### config.mk
export PLATFORM = sky130hd
export DESIGN_NAME = uart_alu_sequencer
export DESIGN_NICKNAME = d
export VERILOG_FILES = /design/src/rtl/uart_alu_sequencer.sv
export SDC_FILE = /design/constraint.sdc
export NUM_CORES = 1
export LEC_CHECK = 0
export ABC_AREA = 1
export CORE_MARGIN = 5
export CORE_UTILIZATION = 46
export CTS_CLUSTER_DIAMETER = 60
export DETAILED_ROUTE_END_ITERATION = 10
export PLACE_DENSITY_LB_ADDON = 0.15
export SLEW_MARGIN = 20
export SYNTH_ARGS = -nofsm -noshare
export SYNTH_HDL_FRONTEND = slang
export SYNTH_SLANG_ARGS = --single-unit
### constraint.sdc
create_clock -name i_clock -period 1.62 [get_ports i_clock]
set_clock_uncertainty 0.2 [all_clocks]
set_input_delay 0.243 -clock i_clock [delete_from_list [all_inputs] [get_ports i_clock]]
set_output_delay 0.243 -clock i_clock [all_outputs]
set_load 0.05 [all_outputs]
### src/rtl/uart_alu_sequencer.sv
// Frames three UART RX bytes (A, B, opcode) into the ALU and launches the result on UART TX.
// A partial frame that stalls past TIMEOUT_CLKS is dropped, and bytes that arrive while busy are flagged.
module uart_alu_sequencer #(
    parameter int unsigned NB_DATA      = 8,
    parameter int unsigned NB_OP        = 6,
    parameter int unsigned TIMEOUT_CLKS = 1000000
) (
    input  logic               i_clock,
    input  logic               i_reset,
    input  logic               i_rx_done_tick,
    input  logic [NB_DATA-1:0] i_rx_data,
    input  logic [NB_DATA-1:0] i_alu_result,
    input  logic               i_tx_done_tick,
    output logic [NB_DATA-1:0] o_data_a,
    output logic [NB_DATA-1:0] o_data_b,
    output logic [NB_OP-1:0]   o_op,
    output logic               o_tx_start,
    output logic [NB_DATA-1:0] o_tx_data,
    output logic               o_busy,
    output logic               o_error
);

    localparam int unsigned CNT_W = (TIMEOUT_CLKS > 1) ? $clog2(TIMEOUT_CLKS) : 1;

    localparam logic [2:0] ST_IDLE    = 3'd0;
    localparam logic [2:0] ST_WAIT_B  = 3'd1;
    localparam logic [2:0] ST_WAIT_OP = 3'd2;
    localparam logic [2:0] ST_EXEC    = 3'd3;
    localparam logic [2:0] ST_WAIT_TX = 3'd4;

    logic [2:0]         state_q,   state_d;
    logic [NB_DATA-1:0] data_a_q,  data_a_d;
    logic [NB_DATA-1:0] data_b_q,  data_b_d;
    logic [NB_OP-1:0]   op_q,      op_d;
    logic [NB_DATA-1:0] tx_data_q, tx_data_d;
    logic               tx_start_q, tx_start_d;
    logic               error_q,   error_d;
    logic               settle_q,  settle_d;
    logic [CNT_W-1:0]   cnt_q,     cnt_d;
    logic               timeout_hit;

    assign timeout_hit = (cnt_q == CNT_W'(TIMEOUT_CLKS - 1));

    // State and output registers
    always_ff @(posedge i_clock or negedge i_reset) begin
        if (!i_reset) begin
            state_q    <= ST_IDLE;
            data_a_q   <= '0;
            data_b_q   <= '0;
            op_q       <= '0;
            tx_data_q  <= '0;
            tx_start_q <= 1'b0;
            error_q    <= 1'b0;
            settle_q   <= 1'b0;
            cnt_q      <= '0;
        end else begin
            state_q    <= state_d;
            data_a_q   <= data_a_d;
            data_b_q   <= data_b_d;
            op_q       <= op_d;
            tx_data_q  <= tx_data_d;
            tx_start_q <= tx_start_d;
            error_q    <= error_d;
            settle_q   <= settle_d;
            cnt_q      <= cnt_d;
        end
    end

    // Next-state and next-output logic
    always_comb begin
        state_d    = state_q;
        data_a_d   = data_a_q;
        data_b_d   = data_b_q;
        op_d       = op_q;
        tx_data_d  = tx_data_q;
        tx_start_d = 1'b0;
        error_d    = 1'b0;
        settle_d   = 1'b0;
        cnt_d      = '0;

        case (state_q)
            ST_IDLE: begin
                if (i_rx_done_tick) begin
                    data_a_d = i_rx_data;
                    state_d  = ST_WAIT_B;
                end
            end
            ST_WAIT_B: begin
                if (i_rx_done_tick) begin
                    data_b_d = i_rx_data;
                    state_d  = ST_WAIT_OP;
                end else if (timeout_hit) begin
                    error_d = 1'b1;
                    state_d = ST_IDLE;
                end else begin
                    cnt_d = CNT_W'(cnt_q + 1'b1);
                end
            end
            ST_WAIT_OP: begin
                if (i_rx_done_tick) begin
                    op_d    = i_rx_data[NB_OP-1:0];
                    state_d = ST_EXEC;
                end else if (timeout_hit) begin
                    error_d = 1'b1;
                    state_d = ST_IDLE;
                end else begin
                    cnt_d = CNT_W'(cnt_q + 1'b1);
                end
            end
            ST_EXEC: begin
                // First clock lets the ALU settle on the new opcode; the second captures its result.
                if (!settle_q) begin
                    settle_d = 1'b1;
                end else begin
                    tx_data_d  = i_alu_result;
                    tx_start_d = 1'b1;
                    state_d    = ST_WAIT_TX;
                end
                if (i_rx_done_tick) begin
                    error_d = 1'b1;
                end
            end
            ST_WAIT_TX: begin
                if (i_tx_done_tick) begin
                    state_d = ST_IDLE;
                end
                if (i_rx_done_tick) begin
                    error_d = 1'b1;
                end
            end
            default: begin
                state_d = ST_IDLE;
            end
        endcase
    end

    assign o_data_a   = data_a_q;
    assign o_data_b   = data_b_q;
    assign o_op       = op_q;
    assign o_tx_data  = tx_data_q;
    assign o_tx_start = tx_start_q;
    assign o_error    = error_q;
    assign o_busy     = (state_q != ST_IDLE);

endmodule
* Yosys cells after proc, flatten, opt, wreduce, memory -nomap -nowiden *
Index checks and enable logic that the tools add are counted.

word-level totals
  register bits after elaboration = 56

cells by class
  reductions and logical operators = 9
  muxes and demuxes = 18
  add/sub/neg operators = 1
  eq/ne operators = 8

operator list
  operator                                                               count
  20-bit two-way mux                                                     3
  20-bit by 1-bit adder with 20-bit output, second input constant        1
  20-bit equality test, second input constant                            1
  3-bit two-way mux                                                      6
  3-bit one-hot mux with 5 select lines                                  1
  2-bit AND reduction                                                    4
  1-bit two-way mux                                                      7
  3-bit by 2-bit equality test with 1-bit output, second input constant  2
  2-bit inequality test, second input constant                           3
  2-bit OR reduction                                                     2
  3-bit by 1-bit equality test with 1-bit output, second input constant  1
  3-bit equality test, second input constant                             1
  3-bit zero test                                                        1
  3-bit AND reduction                                                    1
  3-bit nonzero test                                                     1
  1-bit one-hot mux with 2 select lines                                  1

* Longest topological paths before layout *
  word-level depth = 4
  gate-level depth with buffers = 9

* Least setup slack after synthesis *
No wires, ideal clock.

  kind = flip-flop to flip-flop
  from = reg state_q[0]
  to = reg data_a_q[6] (netlist: o_data_a[6])
  stages on the path, launching flop included = 8
  library setup time = 0.127 ns
  required time = 1.293 ns
  path slack = -0.157 ns
  arrival = 1.450 ns
  clock period less this slack = 1.777 ns
  cells stage by stage = dfrtp_1 > nor2_1 > nand2_1 > inv_1 > nand2_1 > buf_6 > nand2_1 > o21ai_0

on the way
  cells in the longest elaborated chain, start to end = 2

ends and longest elaborated chain
  element                        line  text
  from (decl)                    31    logic [2:0] state_q, state_d;
  from (signal assigned)         57    state_q <= state_d;
  3-bit zero test                81    case (state_q)
  2-bit AND reduction (no line)  --
  to (signal assigned)           58    data_a_q <= data_a_d;
  to (decl)                      32    logic [NB_DATA-1:0] data_a_q, data_a_d;

Every way passes these cells.
A chain may end at the register's enable or synchronous reset.

* Worst setup path after layout *
  from = reg cnt_q[8]
  to = reg cnt_q[2]

on the way
  cells in the longest elaborated chain, start to end = 4

ends and longest elaborated chain
  element                 line     text
  from (decl)             39       logic [CNT_W-1:0] cnt_q, cnt_d;
  from (signal assigned)  65       cnt_q <= cnt_d;
  20-bit equality test    42       assign timeout_hit = (cnt_q == CNT_W'(TIMEOUT_CLKS - 1));
  20-bit two-way mux      92, 103
  20-bit two-way mux      89       if (i_rx_done_tick) begin
  20-bit two-way mux      --
  net cnt_d[2]            39

The timed path passes the listed nets, and every way through them passes these cells.

==> results_tabular.tex <==
\begin{tabular}{lr}
\hline
Metric & Value \\
\hline
\multicolumn{2}{l}{\textbf{Placement}} \\
\quad Routability Congestion & 0.842 \\
\quad HPWL after detailed placement & 4360 um \\
\quad Buffers added on ports & 52 \\
\quad Cell count after placement & 462 \\
\multicolumn{2}{l}{\textbf{CTS}} \\
\quad Number of buffers on the longest clock path & 2 \\
\quad Number of clock buffers inserted by TritonCTS & 5 \\
\quad Count of clock tree sinks & 56 \\
\quad CTS clock-pin slew for the worst setup and hold paths & 0.10 ns \\
\quad Clock tree from TritonCTS & built \\
\quad Clock latency on the worst-skew pair & 0.31 ns \\
\quad CTS root buffer & sky130\_fd\_sc\_hd\_\_clkbuf\_8 \\
\quad Maximum level of the CTS H-tree & 2 \\
\multicolumn{2}{l}{\textbf{Timing}} \\
\quad Worst hold margin & 0.263 ns \\
\quad Worst slew pin tran & 0.316 ns \\
\quad Count of pins over their slew limit & 0 \\
\quad TNS Setup & -0.0152 ns \\
\quad Time the final worst path needs with I/O delays and setup & 1.63 ns \\
\quad Worst slew margin relative to its limit & 0.789 \\
\quad Final Setup Violations & 4 \\
\quad Final cycle utilization of the critical path & 1.00 \\
\quad Achievable frequency & 615 MHz \\
\quad Number of failing hold endpoints at the final stage & 0 \\
\quad Final Worst Setup Slack & -0.00640 ns \\
\quad Unrepaired setup endpoints after global routing & true \\
\multicolumn{2}{l}{\textbf{Layout}} \\
\quad Multi-input gate area in the final layout & 1150 um2 \\
\quad Fin nets & 427 \\
\quad Most common cell after layout, fill and taps aside & sky130\_fd\_sc\_hd\_\_nand2\_1 \\
\quad Layout overhead on the synthesized area & 50.2\% \\
\quad Fraction of final layout cells with drive strength greater than 1 & 0.296 \\
\quad Highest-count cells in the layout ignoring fill and taps & 95 x sky130\_fd\_sc\_hd\_\_nand2\_1, 52 x sky130\_fd\_sc\_hd\_\_dfrtp\_1, 35 x sky130\_fd\_sc\_hd\_\_nor2\_1, 33 x sky130\_fd\_sc\_hd\_\_buf\_12, 32 x sky130\_fd\_sc\_hd\_\_inv\_1 \\
\quad Ant diodes & 0 \\
\quad Filler cell count in the final layout & 465 \\
\quad Combined flip-flop and latch cell area & 1410 um2 \\
\quad Fin cells & 477 \\
\multicolumn{2}{l}{\textbf{Global routing}} \\
\quad First-pass GRT wire length & 10400 um \\
\quad Tot GR Track Use & 0.175 \\
\quad Maximum number of pins on one net before global-route repair & 57 \\
\quad Antenna violations before repair & 0 \\
\quad Via count of the first global-routing pass & 2262 \\
\quad Final global-route overflow total & 0 \\
\multicolumn{2}{l}{\textbf{Min path}} \\
\quad HP Class & primary input to async pin \\
\multicolumn{2}{l}{\textbf{Synthesis}} \\
\quad Mux cell area share after synthesis & 0 \\
\quad Proportion of synthesized chip area in sequential cells & 0.531 \\
\quad Netlist cell types & 26 \\
\quad Largest family of logic cells by synthesized area & simple AND/OR/NAND/NOR gates \\
\quad Net Count, Synth & 344 \\
\quad Synthesized flop and latch total & 56 \\
\quad Xor and xnor fraction of the mapped netlist area & 0.0332 \\
\quad Simple-gate share of the synthesized area & 0.300 \\
\quad Post-synthesis instance area & 2640 um2 \\
\quad Number of standard cells after synthesis & 323 \\
\quad Syn\_area\_per\_cell & 8.17 um2 \\
\quad Ys Warns & 0 \\
\quad Compound-gate portion of the synthesized area & 0.0588 \\
\quad Area share of fa/ha/maj cells after synthesis & 0.00474 \\
\multicolumn{2}{l}{\textbf{Power}} \\
\quad Net switching share of the total power & 0.430 \\
\quad Proportion of power drawn by the clock network & 0.119 \\
\quad Worst VDD drop & 1330 uV \\
\quad Net Switching & 3.12 mW \\
\quad Relative contribution of combinational cells to total power & 0.564 \\
\quad Reported leakage power & 1.83 nW \\
\quad Areal power density over the cells & 1830 nW/um2 \\
\quad Relative contribution of sequential cells to total power & 0.316 \\
\quad Internal cell power & 4.14 mW \\
\multicolumn{2}{l}{\textbf{Routing}} \\
\quad DRT Wirelength & 6300 um \\
\quad Detail Route Antenna Nets & 0 \\
\quad Routed length on met3 & 449 um \\
\quad Post-Route M1 WL & 2630 um \\
\quad Highest routing layer actually used & met4 \\
\quad Vias after detailed routing & 2297 \\
\quad Wire length per cell & 13.2 um \\
\quad Count of TritonRoute iterations in the first routing pass & 4 \\
\quad WL met2 & 3120 um \\
\quad DRC viols & 0 \\
\quad Initial detailed-routing violation count & 195 \\
\quad Drt via density & 4.82 \\
\multicolumn{2}{l}{\textbf{Setup path}} \\
\quad Crit path capture type & register \\
\quad Worst-path fanout max & 7 \\
\quad Required time of the critical path & 1.61 ns \\
\quad Reg2Reg Capture Point & cnt\_q[2] \\
\quad Element type at the critical path start & register \\
\quad WS Path Type & register to register \\
\quad Number of cells on the worst reg-to-reg path & 9 \\
\quad Register-to-Register Setup Slack & -0.006 ns \\
\quad Worst R2R Start & cnt\_q[8] \\
\quad Critical path arrival & 1.62 ns \\
\multicolumn{2}{l}{\textbf{Floorplan}} \\
\quad Die Outline Area & 7350 um2 \\
\quad Starting utilization of the core area & 0.477 \\
\quad Die extent in x & 85.8 um \\
\quad Std cell rows & 27 \\
\quad Io pins & 53 \\
\quad Core outline area & 5540 um2 \\
\quad Die span in y & 85.8 um \\
\multicolumn{2}{l}{\textbf{Status}} \\
\quad Failing checks & setup timing \\
\quad Outcome & finished, violations left \\
\multicolumn{2}{l}{\textbf{Flow run}} \\
\quad Number of max-cap violations & 0 \\
\hline
\end{tabular}
-- what timing repair did --
action / in CTS / in global routing
hold buffers: 1 / 0
setup endpoints to repair: 13 / 29
gates resized for setup: 5 / 32
cloned: 1 / 0
hold endpoints to repair: 56 / 0
buffers inserted: 3 / 4
pin swaps: 3 / 12
-- layout make-up --
cell class	instances	area share
sequential	56	0.355
inverter	39	0.0394
timing repair buffer	79	0.268
multi-input combinational	224	0.290
clock inverter	1	0.00757
timing repair inverter	1	0.000946
tap	72	0.0227
clock buffer	5	0.0174
-- kinds of logic (layout without fill, tap and decap cells) --
group / after synthesis / in the layout
compound gates: 30 / 30
xor+xnor: 10 / 10
simple gates: 183 / 183
buf+inv: 43 / 125
flops: 56 / 56
fa+ha+maj: 1 / 1
-- cell usage after synthesis --
master,n,share of area
sky130_fd_sc_hd__dfrtp_1,56,0.53
sky130_fd_sc_hd__xnor2_1,1,0.0033
sky130_fd_sc_hd__nor3_1,2,0.0038
sky130_fd_sc_hd__ha_1,1,0.0047
sky130_fd_sc_hd__clkinv_4,1,0.0033
sky130_fd_sc_hd__nand4_1,3,0.0071
sky130_fd_sc_hd__buf_6,1,0.0043
sky130_fd_sc_hd__nor2_1,44,0.063
sky130_fd_sc_hd__inv_2,2,0.0028
sky130_fd_sc_hd__o21ai_0,25,0.047
sky130_fd_sc_hd__o21bai_1,1,0.0028
sky130_fd_sc_hd__a21oi_1,2,0.0038
sky130_fd_sc_hd__o22ai_1,1,0.0024
sky130_fd_sc_hd__nand3_1,10,0.019
sky130_fd_sc_hd__inv_1,35,0.050
sky130_fd_sc_hd__xor2_1,9,0.030
sky130_fd_sc_hd__clkbuf_1,2,0.0028
sky130_fd_sc_hd__nor2_4,3,0.013
sky130_fd_sc_hd__nand3b_1,1,0.0028
sky130_fd_sc_hd__buf_12,1,0.0076
sky130_fd_sc_hd__nand3_2,2,0.0076
sky130_fd_sc_hd__nor2_2,13,0.031
sky130_fd_sc_hd__inv_4,1,0.0024
sky130_fd_sc_hd__a31oi_1,1,0.0024
sky130_fd_sc_hd__nand2_2,4,0.0095
sky130_fd_sc_hd__nand2_1,101,0.14
-- stage by stage --
stage / utilization / setup slack [ns] / power (mW) / area [um2]
after floorplan: - / 0.0350 / 4.21 / 2650
after global placement: 0.666 / -0.0376 / 6.21 / 3690
after detailed placement: 0.666 / -0.0858 / 6.28 / 3690
after CTS: 0.694 / 0.00754 / 7.24 / 3840
after global routing: 0.716 / -0.0880 / 7.63 / 3970
final: 0.716 / -0.00640 / 7.25 / 3970
-- worst max path at each step --
| stage | from | endpoint | cells past startpoint |
|---|---|---|---|
| after global placement | i_rx_done_tick | o_op[5] | 6 |
| after global routing | cnt_q[4] | cnt_q[12] | 8 |
| after CTS | cnt_q[0] | cnt_q[16] | 9 |
| after detailed placement | i_rx_done_tick | o_op[3] | 5 |
| after floorplan | cnt_q[0] | cnt_q[11] | 9 |
| final | cnt_q[8] | cnt_q[2] | 9 |
-- layer usage --
| layer | GRT usage | up-vias |
|---|---|---|
| li1 | - | 1153 |
| met1 | 0.235 | 1061 |
| met2 | 0.278 | 71 |
| met3 | 0.0509 | 12 |
| met4 | 0.0460 | 0 |
| met5 | 0 | - |
-- sequential cells by signal, indices dropped and copies added (netlist names), 3 cells and up --
register	flops
o_data_b	8
o_data_a	8
state_q	3
cnt_q	20
o_tx_data	8
o_op	6
-- power groups by stage --
stage | Sequential (mW) | Clock, mW | Combinational (mW)
5_1_grt | 2.36 | 0.960 | 4.31
6_report | 2.30 | 0.866 | 4.09
3_5_place_dp | 2.30 | 0 | 3.97
4_1_cts | 2.29 | 0.904 | 4.05
3_3_place_gp | 2.28 | 0 | 3.94
2_1_floorplan | 3.36 | 0 | 0.852
-- worst max-delay path: stages, from the launching register on --
cell,delay (ns)
sky130_fd_sc_hd__dfrtp_2,0.45
sky130_fd_sc_hd__inv_2,0.10
sky130_fd_sc_hd__nand2_1,0.05
sky130_fd_sc_hd__nor2_1,0.15
sky130_fd_sc_hd__nand3_2,0.11
sky130_fd_sc_hd__nor2_4,0.14
sky130_fd_sc_hd__nor2_4,0.06
sky130_fd_sc_hd__buf_6,0.12
sky130_fd_sc_hd__inv_6,0.08
sky130_fd_sc_hd__nor2_1,0.04
Power figures use the tool's default switching activity.
